$ cat config.mk
export PLATFORM = sky130hd
export DESIGN_NAME = fpadd_issue_ctrl
export DESIGN_NICKNAME = d
export VERILOG_FILES = /design/src/rtl/fpadd_pkg.sv /design/src/rtl/fpadd_result_fifo.sv /design/src/rtl/fpadd_issue_ctrl.sv
export SDC_FILE = /design/constraint.sdc
export NUM_CORES = 1
export LEC_CHECK = 0
export ABC_AREA = 1
export CORE_MARGIN = 1
export CORE_UTILIZATION = 39
export DETAILED_ROUTE_END_ITERATION = 8
export DONT_BUFFER_PORTS = 1
export MAX_ROUTING_LAYER = met4
export PLACE_DENSITY = 0.54
export SLEW_MARGIN = 20
export SYNTH_ARGS = -nofsm -noshare
export SYNTH_HDL_FRONTEND = slang
export SYNTH_HIERARCHICAL = 1
export SYNTH_SLANG_ARGS = --single-unit
$ cat constraint.sdc
create_clock -name clk -period 3.8 [get_ports clk]
set_clock_uncertainty 0.15 [all_clocks]
set_input_delay 0.76 -clock clk [delete_from_list [all_inputs] [get_ports clk]]
set_output_delay 0.76 -clock clk [all_outputs]
set_load 0.005 [all_outputs]
$ cat src/rtl/fpadd_pkg.sv
// Shared FP32 field definitions and constants for the FP adder issue/collect slice.
package fpadd_pkg;

    localparam int FP32_W = 32;
    localparam int EXP_W  = 8;
    localparam int MAN_W  = 23;

    localparam int SIGN_BIT = 31;
    localparam int EXP_MSB  = 30;
    localparam int EXP_LSB  = 23;
    localparam int MAN_MSB  = 22;
    localparam int MAN_LSB  = 0;

    localparam int FPADD_LATENCY = 3;

    localparam logic [FP32_W-1:0] FP32_ZERO = 32'h0000_0000;

    // True when the exponent field is all zeros (zero or subnormal operand).
    function automatic logic expIsZero(input logic [FP32_W-1:0] x);
        return (x[EXP_MSB:EXP_LSB] == '0);
    endfunction

endpackage

$ cat src/rtl/fpadd_result_fifo.sv
// First-word-fall-through result FIFO with async active-high reset.
// The head output holds the last popped entry while the FIFO is empty.
module fpadd_result_fifo #(
    parameter int DEPTH = 8,
    parameter int W     = 36
) (
    input  logic                   clk,
    input  logic                   reset,
    input  logic                   push_i,
    input  logic [W-1:0]           pushData_i,
    input  logic                   pop_i,
    output logic                   valid_o,
    output logic [W-1:0]           data_o,
    output logic [$clog2(DEPTH):0] count_o
);

    localparam int AW = $clog2(DEPTH);

    logic [W-1:0]  mem [DEPTH];
    logic [AW-1:0] wrPtr_q;
    logic [AW-1:0] rdPtr_q;
    logic [AW:0]   count_q;
    logic [AW:0]   count_d;
    logic [W-1:0]  hold_q;
    logic          popEff;

    assign valid_o = (count_q != '0);
    assign popEff  = pop_i & valid_o;
    assign count_o = count_q;
    assign data_o  = valid_o ? mem[rdPtr_q] : hold_q;

    // Occupancy update: simultaneous push and pop cancel out.
    always_comb begin
        count_d = count_q;
        case ({push_i, popEff})
            2'b10:   count_d = count_q + (AW+1)'(1);
            2'b01:   count_d = count_q - (AW+1)'(1);
            default: count_d = count_q;
        endcase
    end

    // Storage array is not reset; entries are only visible once written.
    always_ff @(posedge clk) begin
        if (push_i) begin
            mem[wrPtr_q] <= pushData_i;
        end
    end

    // Pointers, count and the held head value for the empty case.
    always_ff @(posedge clk or posedge reset) begin
        if (reset) begin
            wrPtr_q <= '0;
            rdPtr_q <= '0;
            count_q <= '0;
            hold_q  <= '0;
        end else begin
            count_q <= count_d;
            if (push_i) begin
                wrPtr_q <= wrPtr_q + AW'(1);
            end
            if (popEff) begin
                rdPtr_q <= rdPtr_q + AW'(1);
                hold_q  <= mem[rdPtr_q];
            end
        end
    end

endmodule

$ cat src/rtl/fpadd_issue_ctrl.sv
// Issue/collect controller for the 3-cycle pipelined FP32 adder.
// Tokens travel alongside each operation so its result is captured into a
// result FIFO; credits (FIFO count plus in-flight ops) keep the FIFO from
// ever overflowing. Optional macro FPADD_IN_FTZ_EN flushes operands with a
// zero exponent field to +0 before they reach the adder.
module fpadd_issue_ctrl
    import fpadd_pkg::*;
#(
    parameter int LATENCY    = FPADD_LATENCY,
    parameter int FIFO_DEPTH = 8,
    parameter int TAG_W      = 4
) (
    input  logic              clk,
    input  logic              reset,
    input  logic              in_valid,
    output logic              in_ready,
    input  logic [FP32_W-1:0] in_a,
    input  logic [FP32_W-1:0] in_b,
    input  logic [TAG_W-1:0]  in_tag,
    output logic [FP32_W-1:0] add_a,
    output logic [FP32_W-1:0] add_b,
    input  logic [FP32_W-1:0] add_result,
    output logic              out_valid,
    input  logic              out_ready,
    output logic [FP32_W-1:0] out_data,
    output logic [TAG_W-1:0]  out_tag,
    output logic              busy
);

    localparam int FCW   = $clog2(FIFO_DEPTH) + 1;
    localparam int CNT_W = $clog2(FIFO_DEPTH + LATENCY + 2) + 1;

    logic [LATENCY:0]            vsr_q;
    logic [TAG_W-1:0]            tagPipe_q [LATENCY+1];
    logic [FP32_W-1:0]           addA_q, addA_d;
    logic [FP32_W-1:0]           addB_q, addB_d;
    logic                        fire;
    logic                        push;
    logic                        pop;
    logic                        fifoValid;
    logic [FCW-1:0]              fifoCount;
    logic [CNT_W-1:0]            inflight;
    logic [CNT_W-1:0]            used;
    logic [FP32_W+TAG_W-1:0]     fifoHead;

    assign fire      = in_valid & in_ready;
    assign push      = vsr_q[LATENCY];
    assign pop       = fifoValid & out_ready;
    assign add_a     = addA_q;
    assign add_b     = addB_q;
    assign out_valid = fifoValid;
    assign out_data  = fifoHead[FP32_W+TAG_W-1:TAG_W];
    assign out_tag   = fifoHead[TAG_W-1:0];
    assign busy      = (inflight != '0) | (fifoCount != '0);

    // Credit check from registered state only: every token still in the pipe
    // (including one about to be pushed) reserves a FIFO slot.
    always_comb begin
        inflight = '0;
        for (int k = 0; k <= LATENCY; k++) begin
            inflight = inflight + CNT_W'(vsr_q[k]);
        end
        used     = CNT_W'(fifoCount) + inflight;
        in_ready = !reset && (used < CNT_W'(FIFO_DEPTH));
    end

    // Operand select: accepted pair goes to the adder, idle cycles feed zeros.
    always_comb begin
        addA_d = FP32_ZERO;
        addB_d = FP32_ZERO;
        if (fire) begin
`ifdef FPADD_IN_FTZ_EN
            addA_d = expIsZero(in_a) ? FP32_ZERO : in_a;
            addB_d = expIsZero(in_b) ? FP32_ZERO : in_b;
`else
            addA_d = in_a;
            addB_d = in_b;
`endif
        end
    end

    // Adder operand registers.
    always_ff @(posedge clk or posedge reset) begin
        if (reset) begin
            addA_q <= '0;
            addB_q <= '0;
        end else begin
            addA_q <= addA_d;
            addB_q <= addB_d;
        end
    end

    // Valid token pipe and its parallel tag pipe, advancing every edge.
    always_ff @(posedge clk or posedge reset) begin
        if (reset) begin
            vsr_q <= '0;
            for (int k = 0; k <= LATENCY; k++) begin
                tagPipe_q[k] <= '0;
            end
        end else begin
            vsr_q        <= {vsr_q[LATENCY-1:0], fire};
            tagPipe_q[0] <= fire ? in_tag : '0;
            for (int k = 1; k <= LATENCY; k++) begin
                tagPipe_q[k] <= tagPipe_q[k-1];
            end
        end
    end

    fpadd_result_fifo #(
        .DEPTH (FIFO_DEPTH),
        .W     (FP32_W + TAG_W)
    ) u_fifo (
        .clk        (clk),
        .reset      (reset),
        .push_i     (push),
        .pushData_i ({add_result, tagPipe_q[LATENCY]}),
        .pop_i      (pop),
        .valid_o    (fifoValid),
        .data_o     (fifoHead),
        .count_o    (fifoCount)
    );

endmodule

==> impl_summary.log <==
[metrics] Final nets: 1562
[metrics] gp weighted congestion: around 0.78
[metrics] clock slew at reported path FFs: 0.06 ns
[metrics] sinks on the clock net: 418
[metrics] post-layout min period: approximately 3.6 ns
[metrics] Die Y: 207.6 µm
[metrics] worst setup slack after placement: 0.7076 ns
[metrics] run status: complete, no violations
[metrics] Die ar.: 0.04309 mm²
[metrics] number of top-level pins: between 200 and 250
[metrics] Total Neg Setup Slack: 0 ns
[metrics] transition time at the pin with the least slew margin: 1.010 ns
[metrics] clock latency on the worst-skew pair: about 0.57 ns
[metrics] CTS max path bufs: 3
[metrics] Post-route DRC: 0
[metrics] Worst Setup Start Kind: flip-flop
[metrics] relative max-transition margin: 0.3268
[metrics] overall global routing resource usage: 0.1905
[metrics] largest cells by area after synthesis: edfxtp_1 (52%), dfrtp_1 (20%), nor2_1 (8.2%)
[metrics] top-area cell type share of the netlist area: 0.5247
[metrics] max-capacitance violation count: 0
[metrics] Top FF cell, synth: edfxtp_1
[metrics] worst endpoint data arrival time: 2.67 ns
[metrics] worst-case hold slack: 0.04856 ns
[metrics] Post CTS Setup Buffer Count: 0
[metrics] placement row count: 74
[metrics] master cell of the clock root buffer: clkbuf_16
[metrics] endpoint class of the critical path: output port
[metrics] total number of yosys warnings: 6
[metrics] Synth Instances: 1445
[metrics] leakage power total: 7.430 nW
[metrics] via count: 10197
[metrics] detailed placement HPWL: 21680 µm
[metrics] antenna violation net count after detailed routing: 0
[metrics] sum of internal, switching and leakage power: 14.27 mW
[metrics] starting density of the core: 0.3992
[metrics] maximum clock frequency: ~280 MHz
[metrics] post-route fraction of the period consumed by the critical path: 0.9416
[metrics] RSZ-0062 raised after global routing: false
[metrics] DR pass1 iterations: 5
[metrics] Resize count post-CTS: 0
[metrics] TritonCTS clock tree: yes
[metrics] core box area: roughly 0.041 mm²
[metrics] classification of the worst-slack hold path: in -> async
[metrics] cell area after synthesis: between 0.015 and 0.02 mm²
[metrics] DR WL/cell: approximately 19 µm
[metrics] mean number of vias per cell: 5.058
[metrics] width of the die: 207.6 µm
[metrics] Iter 0 DRT Violations: 591
[metrics] wire length of the first global-routing pass: 60800 µm
[metrics] antenna violations before repair: 0
[metrics] share of cells above drive strength 1: 0.08625
[metrics] cts hold-fix bufs: 0
[metrics] Hold Fails Final Rpt: 0
[metrics] area growth from synthesis to layout: 12.24%
[metrics] required time of the critical path: approximately 2.9 ns
[metrics] final setup fails: 0
[metrics] power density over cell area: 771.3 mW/mm²
[metrics] buffers added on ports: 0
[metrics] Post-Syn Area per Cell: 11.41 µm²
[metrics] final global-route overflow total: 0
[metrics] worst vdd rail ir drop: 0.5471 mV
[metrics] commonest cells in the synthesized netlist: nor2_1 (359), edfxtp_1 (288), nand2_1 (171), nand3_1 (148), dfrtp_1 (130)
[metrics] Inserted Diodes: 0
[metrics] number of distinct standard cells referenced by the synthesized netlist: 30
[metrics] classification of the worst setup path: reg -> out
[metrics] number of flops mapped to enable cells by yosys: ~290
[metrics] sequential-to-total area share from yosys stat: 0.7220
[metrics] Critical Path Fanout Max: 6
[metrics] final routed wirelength across all metal layers: 38840 µm
[metrics] largest area contributor in the synthesized netlist: edfxtp_1
[metrics] post-synthesis async set-or-reset flop share: 0.3110
[metrics] max-slew violation total from the final report: 0
[metrics] number of buffers inserted during clock tree synthesis: 45
[metrics] largest net degree at the start of global routing: 81
[metrics] synthesized net count: 1559
[metrics] register bit total from synthesis: 418
[metrics] most frequent cell after synthesis: nor2_1
[metrics] vias in the first global route: 10308
[metrics] crit path setup slack, layout: between 0.2 and 0.25 ns
[metrics] H-tree depth reported by CTS: 2
kinds of logic (layout without fill, tap and decap cells):
logic type / count (synthesis) / in the layout / share of synthesized area
and+or+nand+nor: 694 / 694 / 0.1749
DFF: 418 / 418 / 0.7220
buffers and inverters: 168 / 207 / 0.04661
AOI/OAI and AO/OA: 149 / 149 / 0.04524
adders and majority gates: 10 / 10 / 0.008046
xor gates and xnor gates: 6 / 6 / 0.003188
layout by cell type, fill, tap and decap left out, drive strengths merged, types with 2 or more instances in the layout:
cell type	instances
nor2	368
edfxtp	288
nand2	171
nand3	149
o21ai	148
dfrtp	130
inv	95
clkbuf	63
buf	31
clkinv	14
ha	9
xor2	4
clkinvlp	2
bufinv	2
xnor2	2
nor3	2
critical path, cell delays in order, from the launching register on:
cell and delay, ns:
dfrtp_1 0.42, inv_1 0.07, fa_1 0.48, inv_1 0.04
ha_1 0.17, ha_1 0.28, ha_1 0.27, nand3_1 0.07
nand2_1 0.07, nand2_1 0.06, and2_1 0.16
state kept, by name, indices dropped and copies added (netlist names):
name            cells
add_a              32
add_b              32
tagPipe_q          16
u_fifo/count_o      4
u_fifo/hold_q      36
u_fifo/mem        288
u_fifo/rdPtr_q      3
u_fifo/wrPtr_q      3
vsr_q               4
metrics by stage:
stage / util / cells / cell area, µm²
global placement: 0.4135 / 1933 / 17080
finish: 0.4480 / 2016 / 18500
detailed placement: 0.4135 / 1933 / 17080
global route: 0.4480 / 2016 / 18500
floorplan: - / 1445 / 16480
CTS: 0.4480 / 2016 / 18500
power breakdown:
group | switching [mW] | internal [mW] | leakage, nW | total (mW)
clock | 1.76 | 2.47 | 0.698 | 4.22
sequential | 0.317 | 5.42 | 4.31 | 5.74
combinational | 3.02 | 1.29 | 2.43 | 4.31
total | 5.09 | 9.18 | 7.43 | 14.3
final cells by class:
class                           count  area [µm²]
Sequential cell                   418       11910
Clock inverter                     20       158.9
Multi-Input combinational cell    859        3879
Timing Repair Buffer               31       270.3
Fill cell                        3798       22790
Tap cell                          532       665.6
Inverter                           93       354.1
Clock buffer                       63        1266
final timing paths:
path / startpoint / endpoint / slack (ns) / depth (start not counted)
min in group clk: add_result[1] / u_fifo/mem[2][5] / 0.13 / 0
max: vsr_q[3] / in_ready / 0.22 / 10
min: reset / add_a[15] / 0.05 / 1
min reg2reg: tagPipe_q[7] / tagPipe_q[3] / 0.20 / 0
max reg2reg: vsr_q[3] / add_b[3] / 0.72 / 12
max in group asynchronous: reset / u_fifo/rdPtr_q[0] / 2.46 / 2
per-layer routing:
layer | up-vias | part of all wire | global-route usage
li1 | 4827 | - | -
met2 | 336 | 0.47 | 0.3012
met4 | 0 | 0.022 | 0.05893
met5 | - | 0 | -
met3 | 57 | 0.064 | 0.03828
met1 | 4977 | 0.45 | 0.2475
(Power assumes the default switching activity.)
